## config.mk

```make
export PLATFORM = sky130hd
export DESIGN_NAME = ws2812_frame_arbiter_flat
export DESIGN_NICKNAME = d
export VERILOG_FILES = /design/src/rtl/ws2812_pkg.sv /design/src/rtl/ws2812_frame_arbiter_if.sv /design/src/rtl/ws2812_frame_arbiter_rr_arbiter.sv /design/src/rtl/ws2812_frame_arbiter.sv /design/src/flat_wrapper.sv
export SDC_FILE = /design/constraint.sdc
export NUM_CORES = 1
export LEC_CHECK = 0
export BUFFER_PORTS_ARGS = -buffer_cell sky130_fd_sc_hd__buf_2
export CAP_MARGIN = 20
export CORE_MARGIN = 4
export CORE_UTILIZATION = 50
export DETAILED_ROUTE_END_ITERATION = 10
export PLACE_DENSITY = 0.81
export SKIP_LAST_GASP = 1
export SLEW_MARGIN = 20
export SYNTH_ARGS = -nofsm -noshare
export SYNTH_HDL_FRONTEND = slang
export SYNTH_SLANG_ARGS = --single-unit
```

## constraint.sdc

```tcl
create_clock -name clk -period 5.9 [get_ports clk]
set_clock_uncertainty 0.2 [all_clocks]
set_input_delay 1.18 -clock clk [delete_from_list [all_inputs] [get_ports clk]]
set_output_delay 1.18 -clock clk [all_outputs]
set_load 0.02 [all_outputs]
```

## src/rtl/ws2812_pkg.sv

```systemverilog
// Shared constants and FSM state type for the WS2812 frame arbiter slice.
package ws2812_pkg;

  localparam int BYTES_PER_LED        = 3;
  localparam int DEFAULT_LATCH_CYCLES = 1200;

  typedef enum logic [2:0] {
    GAP,
    IDLE,
    START,
    STREAM,
    DRAIN
  } arb_state_e;

endpackage

```

## src/rtl/ws2812_frame_arbiter_if.sv

```systemverilog
// Bundle between the pattern sources, the frame arbiter and the WS2812 output block.
interface ws2812_frame_arbiter_if #(
  parameter int NUM_SRC = 2,
  parameter int IDW     = (NUM_SRC > 1) ? $clog2(NUM_SRC) : 1
);

  logic [NUM_SRC-1:0]   src_req;
  logic [NUM_SRC*8-1:0] src_data;
  logic [NUM_SRC-1:0]   src_grant;
  logic [NUM_SRC-1:0]   src_ack;
  logic                 tx_start;
  logic [7:0]           tx_data;
  logic                 tx_data_request;
  logic                 tx_done;
  logic                 frame_done;
  logic [IDW-1:0]       active_src;
  logic                 busy;

  // The arbiter side.
  modport slave (
    input  src_req, src_data, tx_data_request, tx_done,
    output src_grant, src_ack, tx_start, tx_data, frame_done, active_src, busy
  );

  // The environment side: pattern sources plus the output block.
  modport master (
    output src_req, src_data, tx_data_request, tx_done,
    input  src_grant, src_ack, tx_start, tx_data, frame_done, active_src, busy
  );

endinterface

```

## src/rtl/ws2812_frame_arbiter_rr_arbiter.sv

```systemverilog
// Combinational round-robin picker: searches from last_grant+1 upward with wrap.
module rr_arbiter #(
  parameter int N  = 2,
  parameter int IW = (N > 1) ? $clog2(N) : 1
) (
  input  logic [N-1:0]  req_i,
  input  logic [IW-1:0] last_grant_i,
  output logic [N-1:0]  grant_o,
  output logic [IW-1:0] idx_o
);

  localparam logic [IW:0] N_W = (IW+1)'(N);

  logic [IW-1:0]  start;
  logic [2*N-1:0] req_dbl;
  logic [N-1:0]   req_rot;
  logic [IW-1:0]  rot_idx;
  logic           hit;
  logic [IW:0]    sum;

  assign start   = (last_grant_i >= IW'(N-1)) ? '0 : last_grant_i + 1'b1;
  assign req_dbl = {req_i, req_i};
  // Rotate so that position 0 is the highest-priority candidate.
  assign req_rot = req_dbl[start +: N];

  always_comb begin
    rot_idx = '0;
    hit     = 1'b0;
    for (int k = 0; k < N; k++) begin
      if (!hit && req_rot[k]) begin
        hit     = 1'b1;
        rot_idx = IW'(k);
      end
    end
  end

  assign sum     = {1'b0, start} + {1'b0, rot_idx};
  assign idx_o   = (sum >= N_W) ? IW'(sum - N_W) : sum[IW-1:0];
  assign grant_o = hit ? (N'(1) << idx_o) : '0;

endmodule

```

## src/rtl/ws2812_frame_arbiter.sv

```systemverilog
// Grants one WS2812 output block to one pattern source per frame, then enforces the latch gap.
module ws2812_frame_arbiter
  import ws2812_pkg::*;
#(
  parameter int NUM_SRC      = 2,
  parameter int LEDS         = 32,
  parameter int LATCH_CYCLES = DEFAULT_LATCH_CYCLES,
  parameter int IDW          = (NUM_SRC > 1) ? $clog2(NUM_SRC) : 1
) (
  input  logic                  clk,
  input  logic                  rst,
  ws2812_frame_arbiter_if.slave bus
);

  localparam int FRAME_BYTES = LEDS * BYTES_PER_LED;
  localparam int BW          = (FRAME_BYTES > 1) ? $clog2(FRAME_BYTES) : 1;
  localparam int GW          = (LATCH_CYCLES > 1) ? $clog2(LATCH_CYCLES) : 1;
  localparam logic [BW-1:0] LAST_BYTE  = BW'(FRAME_BYTES - 1);
  localparam logic [GW-1:0] GAP_RELOAD = GW'(LATCH_CYCLES - 1);

  arb_state_e         state_q, state_d;
  logic [GW-1:0]      gap_q, gap_d;
  logic [BW-1:0]      byte_q, byte_d;
  logic [NUM_SRC-1:0] grant_q, grant_d;
  logic [IDW-1:0]     active_q, active_d;
  logic [IDW-1:0]     last_q, last_d;
  logic               tx_start_q, tx_start_d;
  logic               frame_done_q, frame_done_d;

  logic [NUM_SRC-1:0] arb_grant;
  logic [IDW-1:0]     arb_idx;
  logic [7:0]         src_byte [NUM_SRC];

  for (genvar gi = 0; gi < NUM_SRC; gi++) begin : g_src_byte
    assign src_byte[gi] = bus.src_data[8*gi +: 8];
  end

  rr_arbiter #(
    .N  (NUM_SRC),
    .IW (IDW)
  ) u_rr (
    .req_i        (bus.src_req),
    .last_grant_i (last_q),
    .grant_o      (arb_grant),
    .idx_o        (arb_idx)
  );

  always_ff @(posedge clk) begin
    if (rst) begin
      state_q      <= GAP;
      gap_q        <= GAP_RELOAD;
      byte_q       <= '0;
      grant_q      <= '0;
      active_q     <= '0;
      last_q       <= IDW'(NUM_SRC - 1);
      tx_start_q   <= 1'b0;
      frame_done_q <= 1'b0;
    end else begin
      state_q      <= state_d;
      gap_q        <= gap_d;
      byte_q       <= byte_d;
      grant_q      <= grant_d;
      active_q     <= active_d;
      last_q       <= last_d;
      tx_start_q   <= tx_start_d;
      frame_done_q <= frame_done_d;
    end
  end

  always_comb begin
    state_d      = state_q;
    gap_d        = gap_q;
    byte_d       = byte_q;
    grant_d      = grant_q;
    active_d     = active_q;
    last_d       = last_q;
    tx_start_d   = 1'b0;
    frame_done_d = 1'b0;
    case (state_q)
      GAP: begin
        if (gap_q == '0) state_d = IDLE;
        else             gap_d   = gap_q - 1'b1;
      end
      IDLE: begin
        if (bus.src_req != '0) begin
          grant_d  = arb_grant;
          active_d = arb_idx;
          last_d   = arb_idx;
          state_d  = START;
        end
      end
      START: begin
        // tx_start is registered, so it lands one edge after the grant.
        tx_start_d = 1'b1;
        byte_d     = '0;
        state_d    = STREAM;
      end
      STREAM: begin
        if (bus.tx_data_request) begin
          if (byte_q == LAST_BYTE) state_d = DRAIN;
          else                     byte_d  = byte_q + 1'b1;
        end
      end
      DRAIN: begin
        if (bus.tx_done) begin
          grant_d      = '0;
          frame_done_d = 1'b1;
          gap_d        = GAP_RELOAD;
          state_d      = GAP;
        end
      end
      default: state_d = GAP;
    endcase
  end

  assign bus.src_grant  = grant_q;
  assign bus.active_src = active_q;
  assign bus.tx_start   = tx_start_q;
  assign bus.frame_done = frame_done_q;
  assign bus.busy       = (state_q != IDLE);
  assign bus.src_ack    = (state_q == STREAM && bus.tx_data_request) ? grant_q : '0;
  assign bus.tx_data    = (grant_q != '0) ? src_byte[active_q] : 8'h00;

endmodule

```

## src/flat_wrapper.sv

```systemverilog
// flat-port wrapper written by rule: the top's interface ports become plain ports
module ws2812_frame_arbiter_flat import ws2812_pkg::*;
#(
  parameter int NUM_SRC      = 2,
  parameter int LEDS         = 32,
  parameter int LATCH_CYCLES = DEFAULT_LATCH_CYCLES,
  parameter int IDW          = (NUM_SRC > 1) ? $clog2(NUM_SRC) : 1
)
  (clk, rst, bus_src_req, bus_src_data, bus_tx_data_request, bus_tx_done, bus_src_grant, bus_src_ack, bus_tx_start, bus_tx_data, bus_frame_done, bus_active_src, bus_busy);
  ws2812_frame_arbiter_if #(.NUM_SRC(NUM_SRC), .IDW(IDW)) bus_i ();
  input  logic clk;
  input  logic rst;
  input wire logic [$bits(bus_i.src_req)-1:0] bus_src_req;
  input wire logic [$bits(bus_i.src_data)-1:0] bus_src_data;
  input wire logic [$bits(bus_i.tx_data_request)-1:0] bus_tx_data_request;
  input wire logic [$bits(bus_i.tx_done)-1:0] bus_tx_done;
  output wire logic [$bits(bus_i.src_grant)-1:0] bus_src_grant;
  output wire logic [$bits(bus_i.src_ack)-1:0] bus_src_ack;
  output wire logic [$bits(bus_i.tx_start)-1:0] bus_tx_start;
  output wire logic [$bits(bus_i.tx_data)-1:0] bus_tx_data;
  output wire logic [$bits(bus_i.frame_done)-1:0] bus_frame_done;
  output wire logic [$bits(bus_i.active_src)-1:0] bus_active_src;
  output wire logic [$bits(bus_i.busy)-1:0] bus_busy;
  assign bus_i.src_req = bus_src_req;
  assign bus_i.src_data = bus_src_data;
  assign bus_i.tx_data_request = bus_tx_data_request;
  assign bus_i.tx_done = bus_tx_done;
  assign bus_src_grant = bus_i.src_grant;
  assign bus_src_ack = bus_i.src_ack;
  assign bus_tx_start = bus_i.tx_start;
  assign bus_tx_data = bus_i.tx_data;
  assign bus_frame_done = bus_i.frame_done;
  assign bus_active_src = bus_i.active_src;
  assign bus_busy = bus_i.busy;
  ws2812_frame_arbiter #(.NUM_SRC(NUM_SRC), .LEDS(LEDS), .LATCH_CYCLES(LATCH_CYCLES), .IDW(IDW)) u_core (.clk(clk), .rst(rst), .bus(bus_i));
endmodule
```

==> impl_metrics.tcl, run 1 <==
set metrics [dict create \
    drc 0 \
    grt_pass1_vias 1148 \
    crit_type "input pin to primary output" \
    total_power_mw 0.439 \
    synthTopCellsByArea "dfxtp_1 (37%), mux2i_1 (6.2%), a21oi_1 (5.5%)" \
    hold_class "register to register" \
    use_met2_pct 26.9 \
    diodes 0 \
    grt_usage_pct 17.5 \
    htree_levels 1 \
    yosysTopAreaCellShare_pct 37.0 \
    fillers 258 \
    vias 1413 \
    yosysWarnings 0 \
    grt_pass1_wl_um 5170 \
    grtUsageMet1_pct 24.0 \
    ctsResizeCount 0 \
    start_kind "input pin" \
    max_stage_delay_ns 0.23 \
    ys_ff_latch 27 \
    period_share_pct 55.6 \
    leakagePower_nw 0.636 \
    hold_buffers 0 \
    setup_viol 0 \
    max_cap_viol_count 0 \
    crit_path_end_kind "primary output" \
    final_layout_size_suffix_gt1_share_pct 22.4 \
    viasPerCell 5.77 \
    cts_tree "built" \
    core_area_sq_um 2780 \
    fin_tns_setup_ns 0 \
    grt_setup_unrepaired "false" \
    ff2ff_path_depth 6 \
    path_max_fanout 4 \
    slew_viol_final 0 \
    root_buffer "clkbuf_4" \
    worst_hold_path.num_cells 2 \
    synth_ff_type "dfxtp_1" \
    detail_route.wirelength_um 3380 \
    hold_viol 0 \
    irDropWorstVdd_mv 0.234 \
    cts_max_path_buffers 2 \
    path_depth 5 \
    synthArstFlopShare_pct 0 \
    synth_cells 181 \
    wl_per_cell_um 13.8 \
    avgSynthCellArea_sq_um 8.07 \
    clkSinkCount 27 \
    path_clk_slew_ns 0.15 \
    cpMaxStageDelayCell "nor2_1" \
    finalCriticalPeriod_ns 3.28 \
    fmax_ghz 0.305 \
    cpMostUsedCell "buf_2" \
    gp_congestion 0.756 \
    critPathRequiredTime_ns 4.52 \
    die_height_um 62.1 \
    fin_nets 239 \
    syn2layout_area_growth_pct 15.1 \
    grt_max_degree 16 \
    drtIter0Drc 90 \
    grt.met3_usage_pct 4.55 \
    antenna_found_initial 0 \
    dieArea_sq_um 3850 \
    ys_seq_area_share_pct 37.0 \
    crit_family "simple AND/OR/NAND/NOR gates" \
    worst_pin_slew_ns 0.737 \
    cp_num_buf_inv 2 \
    die_x_um 62.1 \
    power_density_nw_per_um2 261 \
    first_pass_iters 4 \
    drtAntennaViolNets 0 \
    hpwl_um 2560 \
    syn_nets 205 \
    ios 38 \
    yosys.area.top_type "dfxtp_1" \
    row_count 19 \
    top_usage_layer "met2" \
    grt_overflow_total 0 \
    start_util_pct 52.5 \
    cts_made_buffers 3 \
    crit_chain "buf_2 > nand2_1 > nor2_1 > and2_1 > buf_2" \
    synth-edff-count 0 \
    status "complete, no violations" \
    ys_types 39 \
    slew_headroom_pct 50.8 \
    io_buffers 37 \
    cts_setup_buffers 0 \
    worstSkewPairLatency_ns 0.33 \
    netlist_area_sq_um 1460 \
    arrival_ns 1.90 \
]
## sequential cells by signal, indices dropped and copies added (netlist names)
| name | count |
|---|---|
| u_core.byte_q | 7 |
| u_core.gap_q | 11 |
| u_core.last_q | 1 |
| u_core.bus.tx_start | 1 |
| u_core.state_q | 3 |
| u_core.bus.frame_done | 1 |
| u_core.bus.src_grant | 2 |
| u_core.bus.active_src | 1 |
## path summary, 6_finish.rpt
check                            from               end  slack [ns]
setup / recovery  bus_tx_data_request    bus_src_ack[0]        2.62
hold / removal       u_core.gap_q[10]  u_core.gap_q[10]        0.26
setup reg to reg      u_core.gap_q[0]   u_core.gap_q[7]        3.46
hold reg to reg      u_core.gap_q[10]  u_core.gap_q[10]        0.26
## where the power goes
group          internal, mW  total, mW  switching (mW)  leakage (nW)
sequential            0.200      0.226          0.0266         0.219
clock                0.0254     0.0793          0.0539        0.0177
combinational        0.0553      0.133          0.0777         0.399
## cells in the mapped netlist, types with 3 or more instances
cell / n
nor3_1: 3
nand2_1: 11
mux2i_1: 9
dfxtp_1: 27
or3_1: 12
o21ai_0: 14
a21oi_1: 16
nand3_1: 3
and2_1: 3
or4_1: 7
inv_1: 9
clkbuf_1: 7
nand3b_1: 3
nor2_1: 18
## tightest hold or removal path, stage by stage (launching register included)
cell and delay [ns]:
dfxtp_1 0.34, o41ai_1 0.06, nand2_1 0.05
## kinds of logic (layout without fill, tap and decap cells)
family / after synthesis / in the layout / synth area share, %
simple gates: 78 / 78 / 30.2
xor+xnor: 1 / 1 / 0.599
fa+ha+maj: 2 / 2 / 1.71
compound gates: 47 / 47 / 19.9
flops: 27 / 27 / 37.0
buf+inv: 17 / 50 / 4.45
mux: 9 / 9 / 6.16
## cell usage in the layout (no fill, tap or decap), types with 3 or more instances in the layout
master    synthesis  routed
or4_1             7       7
mux2i_1           9       9
nand3b_1          3       3
clkbuf_4          0       3
nand3_1           3       3
o21ai_0          14      14
nand2_1          11      11
a21oi_1          16      16
dfxtp_1          27      27
inv_1             9       9
and2_1            3       3
nor3_1            3       3
or3_1            12      12
buf_2             1      37
nor2_1           18      18
## through the flow
stage	util [%]	cell area (sq um)	worst slack, ns	std cells	hold WS, ns
3_3_place_gp	59.5	1650	2.64	241	0.239
4_1_cts	60.5	1680	2.62	245	0.268
5_1_grt	60.5	1680	2.57	245	0.304
3_5_place_dp	59.5	1650	2.62	241	0.245
6_report	60.5	1680	2.62	245	0.264
2_1_floorplan	-	1460	2.86	181	0.223
## metal layers
metal,vias up,wire length (um)
met4,0,38
met5,-,0
met3,4,98
met1,656,1620
met2,20,1630
li1,733,-
## area by class of cell
type	count	area, sq um	area share (%)
inverters	9	33.8	2.01
repair buffers	37	185	11.0
clock inverters	1	5.00	0.298
flip-flops and latches	27	541	32.1
clock buffers	3	22.5	1.34
multi-input cells	137	856	50.9
well taps	31	38.8	2.31
No activity file was read; power rests on OpenSTA's default activity.
==> inputs of run 2 (changes only) <==
--- a/config.mk
+++ b/config.mk
@@ -8,9 +8,9 @@
 export BUFFER_PORTS_ARGS = -buffer_cell sky130_fd_sc_hd__buf_2
 export CAP_MARGIN = 20
 export CORE_MARGIN = 4
-export CORE_UTILIZATION = 50
+export CORE_UTILIZATION = 47
 export DETAILED_ROUTE_END_ITERATION = 10
-export PLACE_DENSITY = 0.81
+export PLACE_DENSITY = 0.8
 export SKIP_LAST_GASP = 1
 export SLEW_MARGIN = 20
 export SYNTH_ARGS = -nofsm -noshare
==> constraint.sdc (replaced) <==
create_clock -name clk -period 2.85 [get_ports clk]
set_clock_uncertainty 0.2 [all_clocks]
set_input_delay 0.57 -clock clk [delete_from_list [all_inputs] [get_ports clk]]
set_output_delay 0.57 -clock clk [all_outputs]
set_load 0.02 [all_outputs]
==> run 2 against run 1 <==
  * Sequential cell count is the same
  * Die area grew 5.6%
  * Hold slack lost 0.0029 ns
  * Core utilization shrank 1.2 points
  * Routed wire length grew 0.71%
  * First-iteration DRC count shrank 13%
  * Sequential share of layout area shrank 0.14 points
  * Sequential power grew 110%
  * Largest cell class unchanged
  * Clock-buffer cell count is the same
  * Critical path depth shrank 1
  * Non-clock buffer count grew 1
==> impl_metrics.tcl, run 2 (same netlist as run 1, synthesis figures left out) <==
set metrics [dict create \
    ios 38 \
    diodes 0 \
    crit_type "register to primary output" \
    total_power_mw 0.912 \
    grtUsageMet1_pct 22.5 \
    worstSkewPairLatency_ns 0.33 \
    seqCellArea_sq_um 541 \
    worst_pin_slew_ns 0.704 \
    crit_path_end_kind "primary output" \
    critPathRequiredTime_ns 2.08 \
    final_layout_size_suffix_gt1_share_pct 22.8 \
    die_height_um 63.8 \
    grt.met3_usage_pct 4.20 \
    clkSinkCount 27 \
    hold_class "register to register" \
    drtAntennaViolNets 0 \
    largest_reg_flops 11 \
    antenna_found_initial 0 \
    fmax_ghz 0.406 \
    die_x_um 63.8 \
    grt_overflow_total 0 \
    top_regs "u_core.gap_q (11), u_core.byte_q (7), u_core.state_q (3)" \
    io_buffers 37 \
    final_common_cell "buf_2" \
    syn2layout_area_growth_pct 15.6 \
    cts_max_path_buffers 2 \
    vias 1405 \
    leakagePower_nw 0.641 \
    status "complete, no violations" \
    detail_route.wirelength_um 3400 \
    grt_max_degree 16 \
    use_met2_pct 29.1 \
    slew_headroom_pct 53.1 \
    drtIter0Drc 78 \
    row_count 19 \
    period_share_pct 86.4 \
    power_density_nw_per_um2 540 \
    arrival_ns 1.69 \
    path_clk_slew_ns 0.15 \
    root_buffer "clkbuf_4" \
    irDropWorstVdd_mv 0.385 \
    start_kind "register" \
    cts_tree "built" \
    start_util_pct 51.2 \
    final_cell_mix "buf_2 (37), dfxtp_1 (27), nor2_1 (18)" \
    cts_made_buffers 3 \
    dieArea_sq_um 4070 \
    hold_ws_ns 0.261 \
    cts_setup_buffers 0 \
    grt_setup_unrepaired "false" \
    slew_viol_final 0 \
    wl_per_cell_um 13.8 \
    multi_input_area_sq_um 856 \
    setup_viol 0 \
    core_area_sq_um 2850 \
    top_usage_layer "met2" \
    max_cap_viol_count 0 \
    grt_usage_pct 17.1 \
    viasPerCell 5.71 \
    fin_nets 240 \
    drc 0 \
    ctsResizeCount 0 \
    htree_levels 1 \
    fin_ws_ns 0.388 \
    first_pass_iters 4 \
    fin_tns_setup_ns 0 \
    hold_viol 0 \
    path_max_fanout 15 \
    hold_buffers 0 \
    fillers 254 \
    preCtsSetupSlack_ns 0.478 \
    gp_congestion 0.774 \
    hpwl_um 2590 \
    grt_pass1_wl_um 5820 \
    grt_pass1_vias 1295 \
    finalCriticalPeriod_ns 2.46 \
    largest_register "u_core.gap_q" \
]
## run 2: changes by cell type in the layout (fill, tap and decap cells not counted), sizes merged
cell / before / now
buf: 37 / 38
## run 2: final timing paths
kind	startpoint	to	slack, ns	cells after the start
max	u_core.state_q[0]	bus_src_ack[0]	0.39	4
min	u_core.gap_q[10]	u_core.gap_q[10]	0.26	2
max reg2reg	u_core.gap_q[0]	u_core.gap_q[6]	0.44	6
min reg2reg	u_core.gap_q[10]	u_core.gap_q[10]	0.26	2
## run 2: stage by stage
step	util, %	instances	area [sq um]
2_1_floorplan	-	181	1460
3_3_place_gp	58.2	242	1660
3_5_place_dp	58.2	242	1660
4_1_cts	59.2	246	1690
5_1_grt	59.2	246	1690
6_report	59.2	246	1690
## run 2: layout make-up
class / count / share of cell area [%]
Multi-Input combinational cell: 137 / 50.7
Sequential cell: 27 / 32.0
Timing Repair Buffer: 38 / 11.4
Tap cell: 31 / 2.30
Inverter: 9 / 2.00
Clock buffer: 3 / 1.33
Clock inverter: 1 / 0.296
## run 2: worst max-delay path, cell delays in order, from the launching register on
cell and delay [ns]:
dfxtp_1 0.63, nand2_1 0.18, nor2_1 0.23, and2_1 0.16, buf_2 0.15
## run 2: power breakdown
group          total, mW  switching (mW)  leakage (nW)  internal [mW]
Clock              0.168           0.116        0.0177         0.0528
Sequential         0.468          0.0547         0.219          0.414
Combinational      0.275           0.161         0.404          0.114
Total              0.912           0.331         0.641          0.580
## run 2: per-layer routing
layer / vias to the layer above / routed length (um)
met1: 647 / 1580
met2: 20 / 1680
met4: 0 / 30
met5: - / 0
li1: 734 / -
met3: 4 / 112
==> inputs of run 3 (changes only) <==
--- a/config.mk
+++ b/config.mk
@@ -5,12 +5,13 @@
 export SDC_FILE = /design/constraint.sdc
 export NUM_CORES = 1
 export LEC_CHECK = 0
-export BUFFER_PORTS_ARGS = -buffer_cell sky130_fd_sc_hd__buf_2
+export BUFFER_PORTS_ARGS = -buffer_cell sky130_fd_sc_hd__clkbuf_2
 export CAP_MARGIN = 20
 export CORE_MARGIN = 4
 export CORE_UTILIZATION = 47
 export DETAILED_ROUTE_END_ITERATION = 10
 export PLACE_DENSITY = 0.8
+export REMOVE_ABC_BUFFERS = 1
 export SKIP_LAST_GASP = 1
 export SLEW_MARGIN = 20
 export SYNTH_ARGS = -nofsm -noshare
==> run 3 against run 2 <==
  * Worst setup slack gained 0.051 ns
  * Maximum frequency grew 2.1%
  * Power is 0.26% higher
==> impl_metrics.tcl, run 3 (same netlist as run 1, synthesis figures left out) <==
set metrics [dict create \
    hpwl_um 2500 \
    fin_tns_setup_ns 0 \
    cts_made_buffers 3 \
    core_area_sq_um 2850 \
    htree_levels 1 \
    crit_type "register to primary output" \
    dieArea_sq_um 4070 \
    syn2layout_area_growth_pct 15.5 \
    largest_reg_flops 11 \
    first_pass_iters 4 \
    final_cell_mix "clkbuf_2 (37), dfxtp_1 (27), nor2_1 (18)" \
    arrival_ns 1.64 \
    clkSinkCount 27 \
    fin_nets 240 \
    hold_ws_ns 0.263 \
    hold_buffers 0 \
    start_util_pct 51.2 \
    top_regs "u_core.gap_q (11), u_core.byte_q (7), u_core.state_q (3)" \
    slew_headroom_pct 48.9 \
    grt_usage_pct 17.2 \
    detail_route.wirelength_um 3260 \
    root_buffer "clkbuf_4" \
    grt_pass1_wl_um 5710 \
    ctsResizeCount 0 \
    row_count 19 \
    gp_congestion 0.811 \
    path_max_fanout 15 \
    grt_max_degree 16 \
    wl_per_cell_um 13.3 \
    grt_setup_unrepaired "false" \
    start_kind "register" \
    max_cap_viol_count 0 \
    cts_tree "built" \
    vias 1430 \
    status "complete, no violations" \
    drc 0 \
    ff2ff_path_depth 6 \
    setup_viol 0 \
    antenna_found_initial 0 \
    die_x_um 63.8 \
    crit_path_end_kind "primary output" \
    hold_viol 0 \
    slew_viol_final 0 \
    path_clk_slew_ns 0.14 \
    viasPerCell 5.81 \
    critPathRequiredTime_ns 2.08 \
    worstSkewPairLatency_ns 0.33 \
    largest_register "u_core.gap_q" \
    final_common_cell "clkbuf_2" \
    power_density_nw_per_um2 542 \
    finalCriticalPeriod_ns 2.41 \
    hold_class "register to register" \
    worst_hold_path.num_cells 2 \
    fmax_ghz 0.415 \
    leakagePower_nw 0.631 \
    diodes 0 \
    final_layout_size_suffix_gt1_share_pct 22.3 \
    cts_setup_buffers 0 \
    drtAntennaViolNets 0 \
    ios 38 \
    die_height_um 63.8 \
    worst_pin_slew_ns 0.766 \
    grt_pass1_vias 1276 \
    irDropWorstVdd_mv 0.278 \
    cts_max_path_buffers 2 \
    period_share_pct 84.6 \
    drtIter0Drc 34 \
    fin_ws_ns 0.439 \
    grt_overflow_total 0 \
    preCtsSetupSlack_ns 0.506 \
    io_buffers 37 \
]
run 3: worst paths after layout:
kind / start / end / slack (ns)
worst max-delay path: u_core.state_q[0] / bus_src_ack[0] / 0.44
worst min-delay path: u_core.gap_q[10] / u_core.gap_q[10] / 0.26
worst max register to register: u_core.gap_q[0] / u_core.gap_q[6] / 0.47
worst min register to register: u_core.gap_q[10] / u_core.gap_q[10] / 0.26
run 3: final cells by class:
type                       count  area, sq um
clock buffer                   4         26.3
fill                         284         1160
inverter                       9         33.8
multi-input combinational    137          856
sequential                    27          541
tap                           31         38.8
timing repair buffer          38          193
run 3: metal layers:
metal | wire, um | vias to the layer above | part of all wire (%) | global-route usage (%)
li1 | - | 738 | - | -
met4 | 62 | 0 | 1.9 | 8.09
met2 | 1380 | 54 | 42 | 25.6
met5 | 0 | - | 0 | 0
met1 | 1560 | 633 | 48 | 23.1
met3 | 268 | 5 | 8.2 | 4.90
run 3: critical path, cell delays in order, from the launching register on:
cell and delay (ns):
dfxtp_1 0.60, nand2_1 0.15, nor2_1 0.23, and2_1 0.16, clkbuf_2 0.16
run 3: metrics by stage:
stage	instance area, sq um	total power, mW	utilization, %	instances
2_1_floorplan	1430	0.658	-	173
3_3_place_gp	1660	0.745	58.2	242
3_5_place_dp	1660	0.750	58.2	242
4_1_cts	1690	0.920	59.2	246
5_1_grt	1690	0.981	59.2	246
6_report	1690	0.914	59.2	246
run 3: report_power, final:
group | internal [mW] | switching (mW) | total [mW]
clock network | 0.0550 | 0.115 | 0.170
registers | 0.414 | 0.0513 | 0.465
logic | 0.115 | 0.165 | 0.279
